[config.mk]
export PLATFORM = sky130hd
export DESIGN_NAME = ber_tap_buffer
export DESIGN_NICKNAME = d
export VERILOG_FILES = /design/src/rtl/ber_pkg.sv /design/src/rtl/ber_tap_buffer.sv
export SDC_FILE = /design/constraint.sdc
export NUM_CORES = 1
export LEC_CHECK = 0
export CAP_MARGIN = 40
export CORE_MARGIN = 8
export CORE_UTILIZATION = 58
export DETAILED_ROUTE_END_ITERATION = 12
export DONT_BUFFER_PORTS = 1
export PLACE_DENSITY = 0.85
export SLEW_MARGIN = 5
export SYNTH_ARGS = -nofsm -noshare
export SYNTH_HDL_FRONTEND = slang
export SYNTH_SLANG_ARGS = --single-unit
[constraint.sdc]
create_clock -name clk -period 23.2 [get_ports clk]
set_input_delay 2.32 -clock clk [delete_from_list [all_inputs] [get_ports clk]]
set_output_delay 2.32 -clock clk [all_outputs]
set_load 0.01 [all_outputs]
[src/rtl/ber_pkg.sv]
// Shared constants, state encoding and PRBS9 helper for the BER receive path.
package ber_pkg;

    localparam int unsigned PRBS_LEN     = 511;
    localparam int unsigned ADDR_BITS    = $clog2(PRBS_LEN);
    localparam int unsigned WIN_ERR_BITS = $clog2(PRBS_LEN + 1);
    localparam int unsigned CNT_BITS     = 64;

    localparam int unsigned PRBS9_ORDER = 9;
    // x^9 + x^5 + 1: feedback taps at bit 8 and bit 4 of the state
    localparam logic [PRBS9_ORDER-1:0] PRBS9_POLY = 9'h110;
    localparam logic [PRBS9_ORDER-1:0] PRBS9_SEED = 9'h1FF;

    typedef enum logic [1:0] {
        IDLE  = 2'd0,
        SYNC  = 2'd1,
        COUNT = 2'd2
    } ber_state_e;

    function automatic logic [PRBS9_ORDER-1:0] prbs9_step(input logic [PRBS9_ORDER-1:0] s);
        return {s[PRBS9_ORDER-2:0], ^(s & PRBS9_POLY)};
    endfunction

endpackage

[src/rtl/ber_tap_buffer.sv]
// Reference-bit delay line; tap k returns the reference bit from k strobes earlier.
module ber_tap_buffer
    import ber_pkg::*;
#(
    parameter int unsigned P_LEN = PRBS_LEN,
    parameter int unsigned P_AW  = $clog2(P_LEN)
) (
    input  logic            clk,
    input  logic            i_reset,
    input  logic            i_ctrl,
    input  logic            i_bit,
    input  logic [P_AW-1:0] i_sel,
    output logic            o_tap
);

    logic [P_LEN-2:0] r_buf;
    logic [P_LEN-1:0] w_taps;

    always_ff @(posedge clk or posedge i_reset) begin
        if (i_reset) begin
            r_buf <= '0;
        end else if (i_ctrl) begin
            r_buf <= {r_buf[P_LEN-3:0], i_bit};
        end
    end

    // Tap 0 is the live input so delay 0 compares with no added latency
    assign w_taps = {r_buf, i_bit};
    assign o_tap  = w_taps[i_sel];

endmodule

# Yosys cells after proc, flatten, opt, wreduce, memory -nomap -nowiden
# Index checks and enable logic that the tools add are counted.
[totals]
reg_bits = 510
output_inout_bits = 1
[classes]
n_lt_le_gt_ge = 1
n_mux = 2
[ops]
columns = ["op", "count"]
rows = [
  ["$lt A9 B10 Y1 const B", 1],
  ["$bmux W1 S9", 1],
  ["$mux W1", 1],
]

# Depth between registers and ports, before layout
# Gate-level depths: netlist (run 1).
[logic_depth]
word_depth = 2
mapped_depth = 13

# Worst setup path before layout (run 1)
# No wires, ideal clock.
[synth_path]
path_kind = "input port to output port"
start = "in i_sel[0]"
end = "out o_tap"
arrival_ns = 4.485
required_ns = 20.880
slack_ns = 16.395
path_stages = 10
path_buffers = 3
path_cell_list = "buf_6 -> buf_6 -> buf_2 -> mux4_2 -> a22o_1 -> a221oi_1 -> o22ai_1 -> nor4_1 -> nor3_1 -> o311a_1"
[synth_via]
elab_chain_cells = 2
[synth_rtl]
columns = ["item", "line_no", "source"]
rows = [
  ["from (decl)", "ber_tap_buffer.sv:12", "input logic [P_AW-1:0] i_sel,"],
  ["$bmux W1 S9", "ber_tap_buffer.sv:29", "assign o_tap = w_taps[i_sel];"],
  ["$mux W1 (implied by the code)", "ber_tap_buffer.sv:29", ""],
  ["to (decl)", "ber_tap_buffer.sv:13", "output logic o_tap"],
]
# No other way between the ends. The select of a mux whose other input is x is not followed.

# Worst setup path in the final report (run 1)
# Same ends and word-level chain as after synthesis.

==> qor.json, run 1 <==
{
  "synth": {
    "synthFlopType": "dfrtp_1",
    "synth_cell_type_count": 41,
    "synth_enable_flop_cells": 0,
    "ys_warn_count": 0,
    "synth_seq_area_share_pct": 55.77,
    "yosys_register_bits": 510,
    "async_flop_share_pct": 100.0,
    "netlist_area_um2": 22880,
    "syn_area_per_cell_um2": 15.96,
    "post_synth_inst_count": 1434,
    "mappedNetlistNets": 1447
  },
  "clocking": {
    "cts_inserted_buffers": 51,
    "post-cts-setup-buffer-count": 0,
    "cts-resized-gates": 0,
    "htree_num_levels": 2,
    "clkTransAtPathRegs_ns": 0.06,
    "cts_hold_repair.buffers": 0,
    "clkLatencyLatePin_ns": 0.59,
    "cts.sinks": 510,
    "cts_tree": "built",
    "root_buffer": "clkbuf_16",
    "cts_buffer_depth": 3
  },
  "critical_path": {
    "slowest_delay_ns": 0.58,
    "critical_path.slowest_cell": "mux4_1",
    "crit-reg2reg-launch": "r_buf[254]$_DFFE_PP0P_",
    "worst_ep_required_time_ns": 20.88,
    "cp-start-kind": "primary input",
    "criticalPathCategory": "primary input to output pin",
    "worstPathArrival_ns": 4.68,
    "end_kind": "output pin",
    "cp_cell_sequence": "mux4_1 > mux4_2 > nand3_1 > o211ai_1 > or3_1 > and3_1 > o311a_1",
    "critPathBufInv": 0,
    "timing.critical_path.fanout_max": 131,
    "worstSetupStartpoint": "i_sel[0]",
    "family_with_the_most_delay_on_the_worst_path": "multiplexers"
  },
  "layout": {
    "layout-drive-gt1-share_pct": 49.58,
    "antenna-diode-count": 0,
    "top_register": "r_buf",
    "layout_top_registers": "r_buf: 510 flops",
    "fin_nets": 1412,
    "largest_reg_flops": 510,
    "area.growth.synth_to_final_pct": 8.765
  },
  "power": {
    "power-per-cell-area_nw_per_um2": 73.59,
    "p_total_uw": 1832,
    "p_seq_share_pct": 50.7,
    "power.share.switching_pct": 21.47,
    "internal_power_uw": 1438,
    "power_frac_comb_pct": 5.1,
    "max-vdd-ir-drop_mv": 0.05414,
    "relative_contribution_of_the_clock_network_to_total_power_pct": 44.2,
    "leakage_power_uw": 0.01198,
    "power.net_switching_uw": 393.3
  },
  "floorplan": {
    "floorplan.initialDensity_pct": 58.94,
    "fp.dieW_um": 214.6,
    "die-area_um2": 46070,
    "total_number_of_placement_rows": 72,
    "number_of_i_o_pins": 14,
    "chipHeight_um": 214.6,
    "design.core.area_um2": 38830
  },
  "sta": {
    "grt_setup_unrepaired": "false",
    "finClkSkew_ns": 0.01990,
    "post-route-period-util_pct": 30.19,
    "setup_viol_count_final": 0,
    "maxClockFrequency_mhz": 142.8,
    "worst_slew_margin_rel_pct": 15.53,
    "maxSlewViolCount": 0,
    "worst_max_slew_pin_slew_ns": 1.267,
    "setup_total_negative_slack_ns": 0,
    "timing.final.crit_period_ns": 7.003,
    "final_hold_viol_count": 0
  },
  "detailed_routing": {
    "drc": 0,
    "drt_iter0_markers": 900,
    "avgViaCountPerCell": 6.335,
    "dr.pass1.iters": 5,
    "via_count": 12390,
    "drt-wirelength-per-cell_um": 22.55,
    "ant_nets": 0,
    "postRouteWirelength_mm": 44.10
  },
  "flow_run": {
    "max_cap_viol_count": 0
  },
  "min_path": {
    "min-delay-path-class": "flop to flop",
    "hp-start": "r_buf[450]$_DFFE_PP0P_"
  },
  "grt": {
    "grt_pass1_wl_mm": 72.84,
    "grt_max_degree": 512,
    "global_route_total_usage_across_every_layer_pct": 19.38,
    "grt-ovfl-total": 0,
    "first_global_vias": 13210,
    "grt_antenna_before_repair": 0
  },
  "place": {
    "weighted_congestion_at_the_end_of_routability_driven_global_placement": 0.7778,
    "detailedPlacementHpwl_mm": 26.19,
    "port_buffers": 0
  },
  "status": {
    "status": "finished, final reports clean"
  }
}
## cell usage after synthesis (3+ instances only)
library cell | number | area share (%)
a21oi_1 | 13 | 0.28
a221oi_1 | 7 | 0.27
nor2_1 | 6 | 0.098
a2111oi_0 | 3 | 0.11
buf_1 | 7 | 0.11
buf_6 | 7 | 0.34
nor2b_1 | 5 | 0.14
mux4_2 | 107 | 11
dfrtp_1 | 510 | 56
clkbuf_1 | 72 | 1.2
mux2_2 | 510 | 25
o22ai_1 | 21 | 0.57
nor3_1 | 10 | 0.22
nand3_1 | 3 | 0.066
a22oi_1 | 14 | 0.46
a211oi_1 | 4 | 0.13
a22o_1 | 7 | 0.27
buf_4 | 6 | 0.20
nand2b_1 | 4 | 0.11
mux2i_1 | 43 | 1.9
a31oi_1 | 3 | 0.082
buf_2 | 10 | 0.22
and3_1 | 3 | 0.082
or2_2 | 3 | 0.082
inv_1 | 6 | 0.098
o221ai_1 | 12 | 0.46
o21ai_0 | 7 | 0.15
nor4_1 | 4 | 0.11
nand2_1 | 12 | 0.20
## kinds of logic (layout without fill, tap and decap cells)
family / after synthesis / after routing / synth area share, %
and+or+nand+nor: 55 / 55 / 1.241
AOI/OAI and AO/OA: 99 / 99 / 3.095
buffers and inverters: 108 / 112 / 2.154
muxes: 662 / 662 / 37.74
DFF: 510 / 510 / 55.77
## through the flow
| step | instance area, um2 | hold slack, ns | utilization (%) | instances | worst slack, ns |
|---|---|---|---|---|---|
| floorplan | 22880 | 0.4698 | - | 1434 | 6.637 |
| global placement | 23140 | 0.4967 | 59.61 | 1860 | 16.25 |
| detailed placement | 23250 | 0.5081 | 59.87 | 1864 | 16.26 |
| CTS | 24890 | 0.5181 | 64.10 | 1956 | 16.26 |
| finish | 24890 | 0.5189 | 64.10 | 1956 | 16.20 |
| global route | 24890 | 0.5395 | 64.10 | 1956 | 16.17 |
## routing by layer
metal	wire length, um	vias to the layer above	global-route usage (%)
met5	0	-	0
met4	1212	0	6.718
met3	2643	85	4.358
met2	21300	300	30.75
met1	18940	6625	26.33
li1	-	5381	-
## cells in the final DEF, fill, tap and decap left out, types with 5 or more instances in the layout
cell / instances
a21oi_1: 13
a221oi_1: 7
a22o_1: 7
a22oi_1: 14
buf_4: 10
clkbuf_1: 14
clkbuf_16: 51
clkbuf_8: 7
clkinv_2: 11
dfrtp_1: 510
inv_1: 5
mux2_2: 510
mux2i_1: 43
mux4_2: 107
nand2_1: 12
nor2_1: 6
nor2b_1: 5
nor3_1: 10
o21ai_0: 7
o221ai_1: 12
o22ai_1: 21
## worst paths after layout
check / slack, ns / end / cells past startpoint
max in group asynchronous: 19.34 / r_buf[458]$_DFFE_PP0P_ / 5
setup / recovery: 16.20 / o_tap / 7
setup reg to reg: 22.35 / r_buf[255]$_DFFE_PP0P_ / 1
hold reg to reg: 0.52 / r_buf[451]$_DFFE_PP0P_ / 1
hold / removal: 0.52 / r_buf[451]$_DFFE_PP0P_ / 1
min in group asynchronous: 1.80 / r_buf[278]$_DFFE_PP0P_ / 1
## power by group through the flow
| stage | Clock, uW | Sequential (uW) | Combinational, uW |
|---|---|---|---|
| 2_1_floorplan | 0 | 938 | 100 |
| 3_3_place_gp | 0 | 942 | 87.1 |
| 6_report | 810 | 928 | 92.8 |
| 5_1_grt | 863 | 931 | 99.1 |
| 4_1_cts | 828 | 928 | 92.8 |
| 3_5_place_dp | 0 | 944 | 92.1 |
## final cells by class
class	instances	area, um2
Fill cell	2602	13940
Sequential cell	510	12760
Multi-Input combinational cell	816	9628
Clock buffer	72	1425
Tap cell	518	648.1
Clock inverter	20	217.7
Timing Repair Buffer	14	177.7
Inverter	6	30.03
(Power assumes the default switching activity.)
==> run 2, diff against run 1 <==
==> constraint.sdc (replaced) <==
create_clock -name clk -period 7.31 [get_ports clk]
set_input_delay 0.731 -clock clk [delete_from_list [all_inputs] [get_ports clk]]
set_output_delay 0.731 -clock clk [all_outputs]
set_load 0.01 [all_outputs]
==> run 2 against run 1 <==
Compared with the run above: cell area unchanged; final cell count fell by 0.10%; sequential power grew to 3.2 times the previous value; sequential cell count stayed put; critical path depth unchanged; the flow now finishes with violations (max-slew violations); clock power rose to 3.3 times the previous value; setup slack worse by 13 ns; hold slack got worse by 0.21 ns; sequential share of layout area unchanged; combinational power rose to 3.2 times the previous value.
==> qor.json, run 2 (synthesis gave the netlist of run 1 again) <==
{
  "detailed_routing": {
    "avgViaCountPerCell": {"value": 6.321, "change": "-0.21%"},
    "drc": {"value": 0, "change": "unchanged"},
    "ant_nets": {"value": 0, "change": "unchanged"},
    "postRouteWirelength": {"value": 43.57, "unit": "mm", "change": "-1.2%"},
    "drt_iter0_markers": {"value": 1139, "change": "+27%"},
    "via_count": {"value": 12350, "change": "-0.31%"},
    "dr.pass1.iters": {"value": 5, "change": "unchanged"},
    "drt-wirelength-per-cell": {"value": 22.30, "unit": "um", "change": "-1.1%"}
  },
  "floorplan": {
    "fp.dieW": {"value": 214.6, "unit": "um", "change": "unchanged"},
    "die-area": {"value": 46070, "unit": "um2", "change": "unchanged"},
    "floorplan.initialDensity": {"value": 58.94, "unit": "%", "change": "unchanged"},
    "design.core.area": {"value": 38830, "unit": "um2", "change": "unchanged"},
    "chipHeight": {"value": 214.6, "unit": "um", "change": "unchanged"},
    "number_of_i_o_pins": {"value": 14, "change": "unchanged"},
    "total_number_of_placement_rows": {"value": 72, "change": "unchanged"}
  },
  "clocking": {
    "cts_buffer_depth": {"value": 3, "change": "unchanged"},
    "cts_hold_repair.buffers": {"value": 0, "change": "unchanged"},
    "post-cts-setup-buffer-count": {"value": 0, "change": "unchanged"},
    "root_buffer": "clkbuf_16",
    "clkTransAtPathRegs": {"value": 0.06, "unit": "ns", "change": "about the same"},
    "cts_inserted_buffers": {"value": 52, "change": "+2.0%"},
    "clkLatencyLatePin": {"value": 0.58, "unit": "ns", "change": "about the same"},
    "cts-resized-gates": {"value": 0, "change": "unchanged"},
    "htree_num_levels": {"value": 2, "change": "unchanged"},
    "cts.sinks": {"value": 510, "change": "unchanged"},
    "cts_tree": "built"
  },
  "grt": {
    "gr-usage-met2": {"value": 29.70, "unit": "%", "change": "-1.1 points"},
    "grt_pass1_wl": {"value": 72.26, "unit": "mm", "change": "-0.79%"},
    "global_route_total_usage_across_every_layer": {"value": 19.19, "unit": "%", "change": "-0.20 points"},
    "grtUsageMet3": {"value": 4.161, "unit": "%", "change": "-0.20 points"},
    "grt-ovfl-total": {"value": 0, "change": "unchanged"},
    "first_global_vias": {"value": 13040, "change": "-1.3%"},
    "grtUsageMet1": {"value": 27.01, "unit": "%", "change": "+0.68 points"},
    "grt_max_degree": {"value": 512, "change": "unchanged"},
    "most_utilized_layer_in_the_global_route_result": "met2",
    "grt_antenna_before_repair": {"value": 0, "change": "unchanged"}
  },
  "layout": {
    "layout-drive-gt1-share": {"value": 49.58, "unit": "%", "change": "about the same"},
    "layout_top_registers": "r_buf: 510 flops",
    "top_register": "r_buf",
    "fillerInstances": {"value": 2689, "change": "+3.3%"},
    "area.growth.synth_to_final": {"value": 8.765, "unit": "%", "change": "unchanged"},
    "layout.area.seq": {"value": 12760, "unit": "um2", "change": "unchanged"},
    "fin_nets": {"value": 1407, "change": "-0.35%"},
    "layout.cells.most_common_list": "mux2_2 (510), dfrtp_1 (510), mux4_2 (107), clkbuf_16 (53), mux2i_1 (43)",
    "largest_reg_flops": {"value": 510, "change": "unchanged"},
    "layout_utilization": {"value": 64.10, "unit": "%", "change": "unchanged"},
    "antenna-diode-count": {"value": 0, "change": "unchanged"},
    "multiInputGateArea": {"value": 9628, "unit": "um2", "change": "unchanged"}
  },
  "sta": {
    "maxClockFrequency_mhz": 254.5,
    "maxSlewViolCount": {"value": 278, "change": "+278"},
    "post-route-period-util_pct": 53.76,
    "final_hold_viol_count": {"value": 0, "change": "unchanged"},
    "postLayoutSetupSlackWorst": {"value": 3.380, "unit": "ns", "change": "-12.82 ns"},
    "holdWs": {"value": 0.3077, "unit": "ns", "change": "-0.2112 ns"},
    "worst_max_slew_pin_slew": {"value": 1.958, "unit": "ns", "change": "+0.6910 ns"},
    "grt_setup_unrepaired": "false",
    "timing.final.crit_period_ns": 3.930,
    "worst_slew_margin_rel": {"value": -30.53, "unit": "%", "change": "-46 points"},
    "setup_viol_count_final": {"value": 0, "change": "unchanged"},
    "finClkSkew": {"value": 0.009974, "unit": "ns", "change": "-0.009925 ns"}
  },
  "critical_path": {
    "cp-start-kind": "flop",
    "critPathBufInv": {"value": 0, "change": "unchanged"},
    "timing.critical_path.fanout_max": {"value": 3, "change": "-98%"},
    "critical_path.slowest_cell": "mux4_1",
    "worstPathArrival": {"value": 3.20, "unit": "ns", "change": "-1.48 ns"},
    "criticalPathCategory": "flop to output pin",
    "worst_ep_required_time": {"value": 6.58, "unit": "ns", "change": "-14.30 ns"},
    "family_with_the_most_delay_on_the_worst_path": "multiplexers",
    "cp_cell_sequence": "mux4_1 > mux4_2 > nand3_1 > o211ai_1 > or3_1 > and3_1 > o311a_1",
    "end_kind": "output pin",
    "slowest_delay": {"value": 0.49, "unit": "ns", "change": "-0.09 ns"}
  },
  "power": {
    "power-per-cell-area": {"value": 236.2, "unit": "nW/um2", "change": "+220%"},
    "p_total": {"value": 5878, "unit": "uW", "change": "+220%"},
    "max-vdd-ir-drop": {"value": 0.1686, "unit": "mV", "change": "+210%"},
    "leakage_power": {"value": 0.01197, "unit": "uW", "change": "about the same"}
  },
  "flow_run": {
    "max_cap_viol_count": {"value": 0, "change": "unchanged"}
  },
  "place": {
    "place_worst_setup_slack": {"value": 3.523, "unit": "ns", "change": "-12.74 ns"},
    "detailedPlacementHpwl": {"value": 25.14, "unit": "mm", "change": "-4.0%"},
    "weighted_congestion_at_the_end_of_routability_driven_global_placement": {"value": 0.7760, "change": "-0.23%"},
    "port_buffers": {"value": 0, "change": "unchanged"}
  },
  "status": {
    "failed_checks": "max-slew violations",
    "status": "complete, but fails checks"
  },
  "min_path": {
    "min-delay-path-class": "primary input to async pin"
  }
}
[run 2: final cells by class]
| type | count | area share, % |
|---|---|---|
| clock buffers | 81 | 6.354 |
| clock inverters | 15 | 0.5530 |
| inverters | 6 | 0.1056 |
| multi-input cells | 816 | 38.68 |
| flip-flops and latches | 510 | 51.28 |
| well taps | 518 | 2.604 |
| repair buffers | 8 | 0.4223 |
[run 2: path summary, 6_finish.rpt]
check / from / to / slack [ns] / cells after the start
min reg2reg: r_buf[177]$_DFFE_PP0P_ / r_buf[177]$_DFFE_PP0P_ / 0.52 / 1
max reg2reg: r_buf[282]$_DFFE_PP0P_ / r_buf[282]$_DFFE_PP0P_ / 6.48 / 1
min: i_reset / r_buf[7]$_DFFE_PP0P_ / 0.31 / 2
min in group clk: i_bit / r_buf[0]$_DFFE_PP0P_ / 0.31 / 1
max in group asynchronous: i_reset / r_buf[284]$_DFFE_PP0P_ / 5.51 / 3
max: r_buf[382]$_DFFE_PP0P_ / o_tap / 3.38 / 7
[run 2: metrics by stage]
| step | setup TNS, ns | cell area, um2 | cells |
|---|---|---|---|
| floorplan | -176.13 | 22890 | 1434 |
| CTS | 0 | 24890 | 1954 |
| global placement | 0 | 23140 | 1857 |
| finish | 0 | 24890 | 1954 |
| global route | 0 | 24890 | 1954 |
| detailed placement | 0 | 23170 | 1858 |
[run 2: power by group]
| part | leakage, uW | switching, uW | total [uW] | internal, uW |
|---|---|---|---|---|
| clock network | 0.000849 | 1080 | 2640 | 1550 |
| registers | 0.00708 | 51.9 | 2950 | 2890 |
| logic | 0.00404 | 123 | 294 | 171 |
[run 2: routing by layer]
layer / up-vias / wire, um / part of all wire [%]
li1: 5386 / - / -
met1: 6576 / 18860 / 43
met2: 302 / 20830 / 48
met3: 88 / 2716 / 6.2
met4: 0 / 1161 / 2.7
met5: - / 0 / 0
==> run 3, diff against run 2 <==
--- a/config.mk
+++ b/config.mk
@@ -5,6 +5,7 @@
 export SDC_FILE = /design/constraint.sdc
 export NUM_CORES = 1
 export LEC_CHECK = 0
+export ABC_AREA = 1
 export CAP_MARGIN = 40
 export CORE_MARGIN = 8
 export CORE_UTILIZATION = 58
==> constraint.sdc (replaced) <==
create_clock -name clk -period 3.85 [get_ports clk]
set_input_delay 0.385 -clock clk [delete_from_list [all_inputs] [get_ports clk]]
set_output_delay 0.385 -clock clk [all_outputs]
set_load 0.01 [all_outputs]
==> run 3 against run 2 <==
Compared with the run above: the flow still finishes with violations (max-slew violations); setup slack worse by 2.5 ns; sequential power up 130%; sequential cell count unchanged; count of clock-buffer cells in the layout down 2; non-clock buffer count up 12.
==> qor.json, run 3 <==
{
  "synth": {
    "syn_area_per_cell": {"value": 8.038, "unit": "um2", "change": "-50%"},
    "synth.most_common_cell": "nand2_1",
    "mappedNetlistNets": {"value": 2936, "change": "+100%"},
    "synth_largest_type_area_fraction": {"value": 54.32, "unit": "%", "change": "-1.5 points"},
    "synth_enable_flop_cells": {"value": 0, "change": "unchanged"},
    "netlist_area": {"value": 23500, "unit": "um2", "change": "+2.7%"},
    "async_flop_share": {"value": 100.0, "unit": "%", "change": "unchanged"},
    "yosys_register_bits": {"value": 510, "change": "unchanged"},
    "post_synth_inst_count": {"value": 2923, "change": "+100%"},
    "synth_seq_area_share": {"value": 54.32, "unit": "%", "change": "-1.5 points"},
    "synth.top_cells.by_count": "nand2_1 (540), dfrtp_1 (510), nand3_1 (386)",
    "ys_warn_count": {"value": 0, "change": "unchanged"},
    "synthFlopType": "dfrtp_1",
    "synth_area_leader_cell": "dfrtp_1",
    "ys_top_cells_by_area": "dfrtp_1 (54%), nand2_1 (8.6%), nand3_1 (8.2%), a21oi_1 (7.9%), o21ai_0 (7.3%)",
    "synth_cell_type_count": {"value": 15, "change": "-63%"}
  },
  "clocking": {
    "cts_tree": "built",
    "htree_num_levels": {"value": 2, "change": "unchanged"},
    "post-cts-setup-buffer-count": {"value": 0, "change": "unchanged"},
    "cts.sinks": {"value": 510, "change": "unchanged"},
    "clkLatencyLatePin": {"value": 0.57, "unit": "ns", "change": "about the same"},
    "cts_hold_repair.buffers": {"value": 2, "change": "+2"},
    "cts-resized-gates": {"value": 0, "change": "unchanged"},
    "clkTransAtPathRegs": {"value": 0.05, "unit": "ns", "change": "about the same"},
    "root_buffer": "clkbuf_16",
    "cts_buffer_depth": {"value": 3, "change": "unchanged"},
    "cts_inserted_buffers": {"value": 51, "change": "-1.9%"}
  },
  "sta": {
    "setup_viol_count_final": {"value": 0, "change": "unchanged"},
    "post-route-period-util_pct": 77.52,
    "postLayoutSetupSlackWorst": {"value": 0.8654, "unit": "ns", "change": "-2.515 ns"},
    "grt_setup_unrepaired": "false",
    "finClkSkew": {"value": 0.01229, "unit": "ns", "change": "+0.002312 ns"},
    "maxSlewViolCount": {"value": 36, "change": "-87%"},
    "worst_slew_margin_rel": {"value": -0.2626, "unit": "%", "change": "+30 points"},
    "maxClockFrequency_mhz": 335.1,
    "worst_max_slew_pin_slew": {"value": 1.504, "unit": "ns", "change": "-0.4541 ns"},
    "holdWs": {"value": 0.05922, "unit": "ns", "change": "-0.2485 ns"},
    "timing.final.crit_period_ns": 2.985,
    "final_hold_viol_count": {"value": 0, "change": "unchanged"}
  },
  "layout": {
    "final_common_cell": "nand2_1",
    "layout.cells.most_common_list": "nand2_1 (540), dfrtp_1 (510), nand3_1 (386), a21oi_1 (372), o21ai_0 (345)",
    "fin_nets": {"value": 2788, "change": "+98%"},
    "antenna-diode-count": {"value": 0, "change": "unchanged"},
    "finalInstanceArea": {"value": 25000, "unit": "um2", "change": "+0.44%"},
    "layout_top_registers": "r_buf: 510 flops",
    "top_register": "r_buf",
    "area.growth.synth_to_final_pct": 6.390,
    "largest_reg_flops": {"value": 510, "change": "unchanged"},
    "layout-drive-gt1-share": {"value": 3.555, "unit": "%", "change": "-46 points"}
  },
  "detailed_routing": {
    "drc": {"value": 0, "change": "unchanged"},
    "avgViaCountPerCell": {"value": 5.802, "change": "-8.2%"},
    "postRouteWirelength": {"value": 52.96, "unit": "mm", "change": "+22%"},
    "ant_nets": {"value": 0, "change": "unchanged"},
    "via_count": {"value": 19370, "change": "+57%"},
    "dr.pass1.iters": {"value": 8, "change": "+3"},
    "drt-wirelength-per-cell": {"value": 15.86, "unit": "um", "change": "-29%"},
    "drt_iter0_markers": {"value": 2561, "change": "+120%"}
  },
  "floorplan": {
    "chipHeight": {"value": 217.3, "unit": "um", "change": "+1.2%"},
    "design.core.area": {"value": 39820, "unit": "um2", "change": "+2.6%"},
    "die-area": {"value": 47210, "unit": "um2", "change": "+2.5%"},
    "number_of_i_o_pins": {"value": 14, "change": "unchanged"},
    "floorplan.initialDensity": {"value": 59.00, "unit": "%", "change": "+0.066 points"},
    "total_number_of_placement_rows": {"value": 73, "change": "+1.4%"},
    "fp.dieW": {"value": 217.3, "unit": "um", "change": "+1.2%"}
  },
  "critical_path": {
    "cp-start-kind": "primary input",
    "timing.critical_path.fanout_max": {"value": 375, "change": "+372"},
    "worstPathArrival": {"value": 2.60, "unit": "ns", "change": "-0.60 ns"},
    "end_kind": "output pin",
    "criticalPathCategory": "primary input to output pin",
    "worst_ep_required_time": {"value": 3.46, "unit": "ns", "change": "-3.12 ns"}
  },
  "grt": {
    "grt_max_degree": {"value": 1020, "change": "+99%"},
    "grt_antenna_before_repair": {"value": 1, "change": "+1"},
    "first_global_vias": {"value": 18140, "change": "+39%"},
    "grt_pass1_wl": {"value": 87.27, "unit": "mm", "change": "+21%"},
    "global_route_total_usage_across_every_layer": {"value": 21.74, "unit": "%", "change": "+2.6 points"},
    "grt-ovfl-total": {"value": 0, "change": "unchanged"}
  },
  "place": {
    "detailedPlacementHpwl": {"value": 27.16, "unit": "mm", "change": "+8.1%"},
    "weighted_congestion_at_the_end_of_routability_driven_global_placement": {"value": 0.7725, "change": "-0.45%"},
    "post_dp_cell_area": {"value": 23320, "unit": "um2", "change": "+0.64%"},
    "port_buffers": {"value": 0, "change": "unchanged"},
    "place_worst_setup_slack": {"value": 1.022, "unit": "ns", "change": "-2.501 ns"}
  },
  "min_path": {
    "min-delay-path-class": "primary input to flop"
  },
  "power": {
    "max-vdd-ir-drop": {"value": 0.3330, "unit": "mV", "change": "+98%"},
    "leakage_power": {"value": 0.01167, "unit": "uW", "change": "-2.5%"},
    "power-per-cell-area": {"value": 526.0, "unit": "nW/um2", "change": "+120%"}
  },
  "flow_run": {
    "max_cap_viol_count": {"value": 0, "change": "unchanged"}
  },
  "status": {
    "status": "complete, but fails checks",
    "failed_checks": "max-slew violations"
  }
}
-- run 3: cell types whose count changed after synthesis, sizes merged, moves of 14 or more --
cell / previous run / this run
o21ai: 7 / 374
nand3: 3 / 386
nand2: 12 / 540
buf: 30 / 147
mux2i: 43 / 0
o22ai: 21 / 0
a21oi: 13 / 372
mux2: 510 / 1
mux4: 109 / 0
inv: 6 / 265
a22oi: 14 / 0
nor2: 6 / 254
-- run 3: where the power goes --
part / internal [uW] / switching (uW)
Combinational: 640 / 1030
Sequential: 6160 / 495
Clock: 2810 / 2020
Total: 9610 / 3540
-- run 3: area by class of cell --
| type | count | area [um2] |
|---|---|---|
| Sequential cell | 510 | 12760 |
| Clock inverter | 12 | 87.58 |
| Fill cell | 3195 | 14830 |
| Multi-Input combinational cell | 1927 | 8657 |
| Timing Repair Buffer | 20 | 287.8 |
| Tap cell | 525 | 656.9 |
| Clock buffer | 79 | 1544 |
| Inverter | 265 | 1002 |
-- run 3: critical path, stage by stage --
cell	delay (ns)
inv_4	0.46
buf_12	0.32
nand2_1	0.08
nand3_1	0.08
nand3_1	0.08
nand3_1	0.08
nand3_1	0.10
nand3_1	0.14
nand2_1	0.14
nand2_1	0.11
nand3_1	0.07
nand2_1	0.15
nand2_1	0.07
nand2_1	0.15
-- run 3: per-stage QoR --
step	power (uW)	utilization [%]	TNS [ns]	std cells
floorplan	8132	-	-1764.27	2923
global placement	8200	58.51	0	3243
detailed placement	8344	58.56	0	3244
CTS	13190	62.70	0	3337
global route	13800	62.77	0	3338
finish	13150	62.77	0	3338
-- run 3: path summary, 6_finish.rpt --
kind                       slack [ns]                     end  cells past startpoint                   start
setup / recovery                 0.87                   o_tap                     14                i_sel[0]
hold / removal                   0.06  r_buf[137]$_DFFE_PP0P_                      1                  i_ctrl
setup reg to reg                 3.02  r_buf[335]$_DFFE_PP0P_                      2  r_buf[334]$_DFFE_PP0P_
hold reg to reg                  0.51   r_buf[57]$_DFFE_PP0P_                      2   r_buf[56]$_DFFE_PP0P_
max in group asynchronous        2.43  r_buf[444]$_DFFE_PP0P_                      4                 i_reset
min in group asynchronous        0.22   r_buf[58]$_DFFE_PP0P_                      2                 i_reset
-- run 3: cell families after synthesis --
| group | count (synthesis) | share of synthesized area, % |
|---|---|---|
| AOI/OAI and AO/OA | 746 | 15.89 |
| buffers and inverters | 486 | 8.840 |
| DFF | 510 | 54.32 |
| muxes | 1 | 0.04792 |
| and+or+nand+nor | 1180 | 20.91 |
-- run 3: metal layers --
layer	GRT usage [%]	up-vias	routed length, um
li1	-	9230	-
met1	29.05	9350	22130
met2	35.49	653	25580
met3	4.258	131	3739
met4	6.988	4	1445
met5	0.7284	-	59
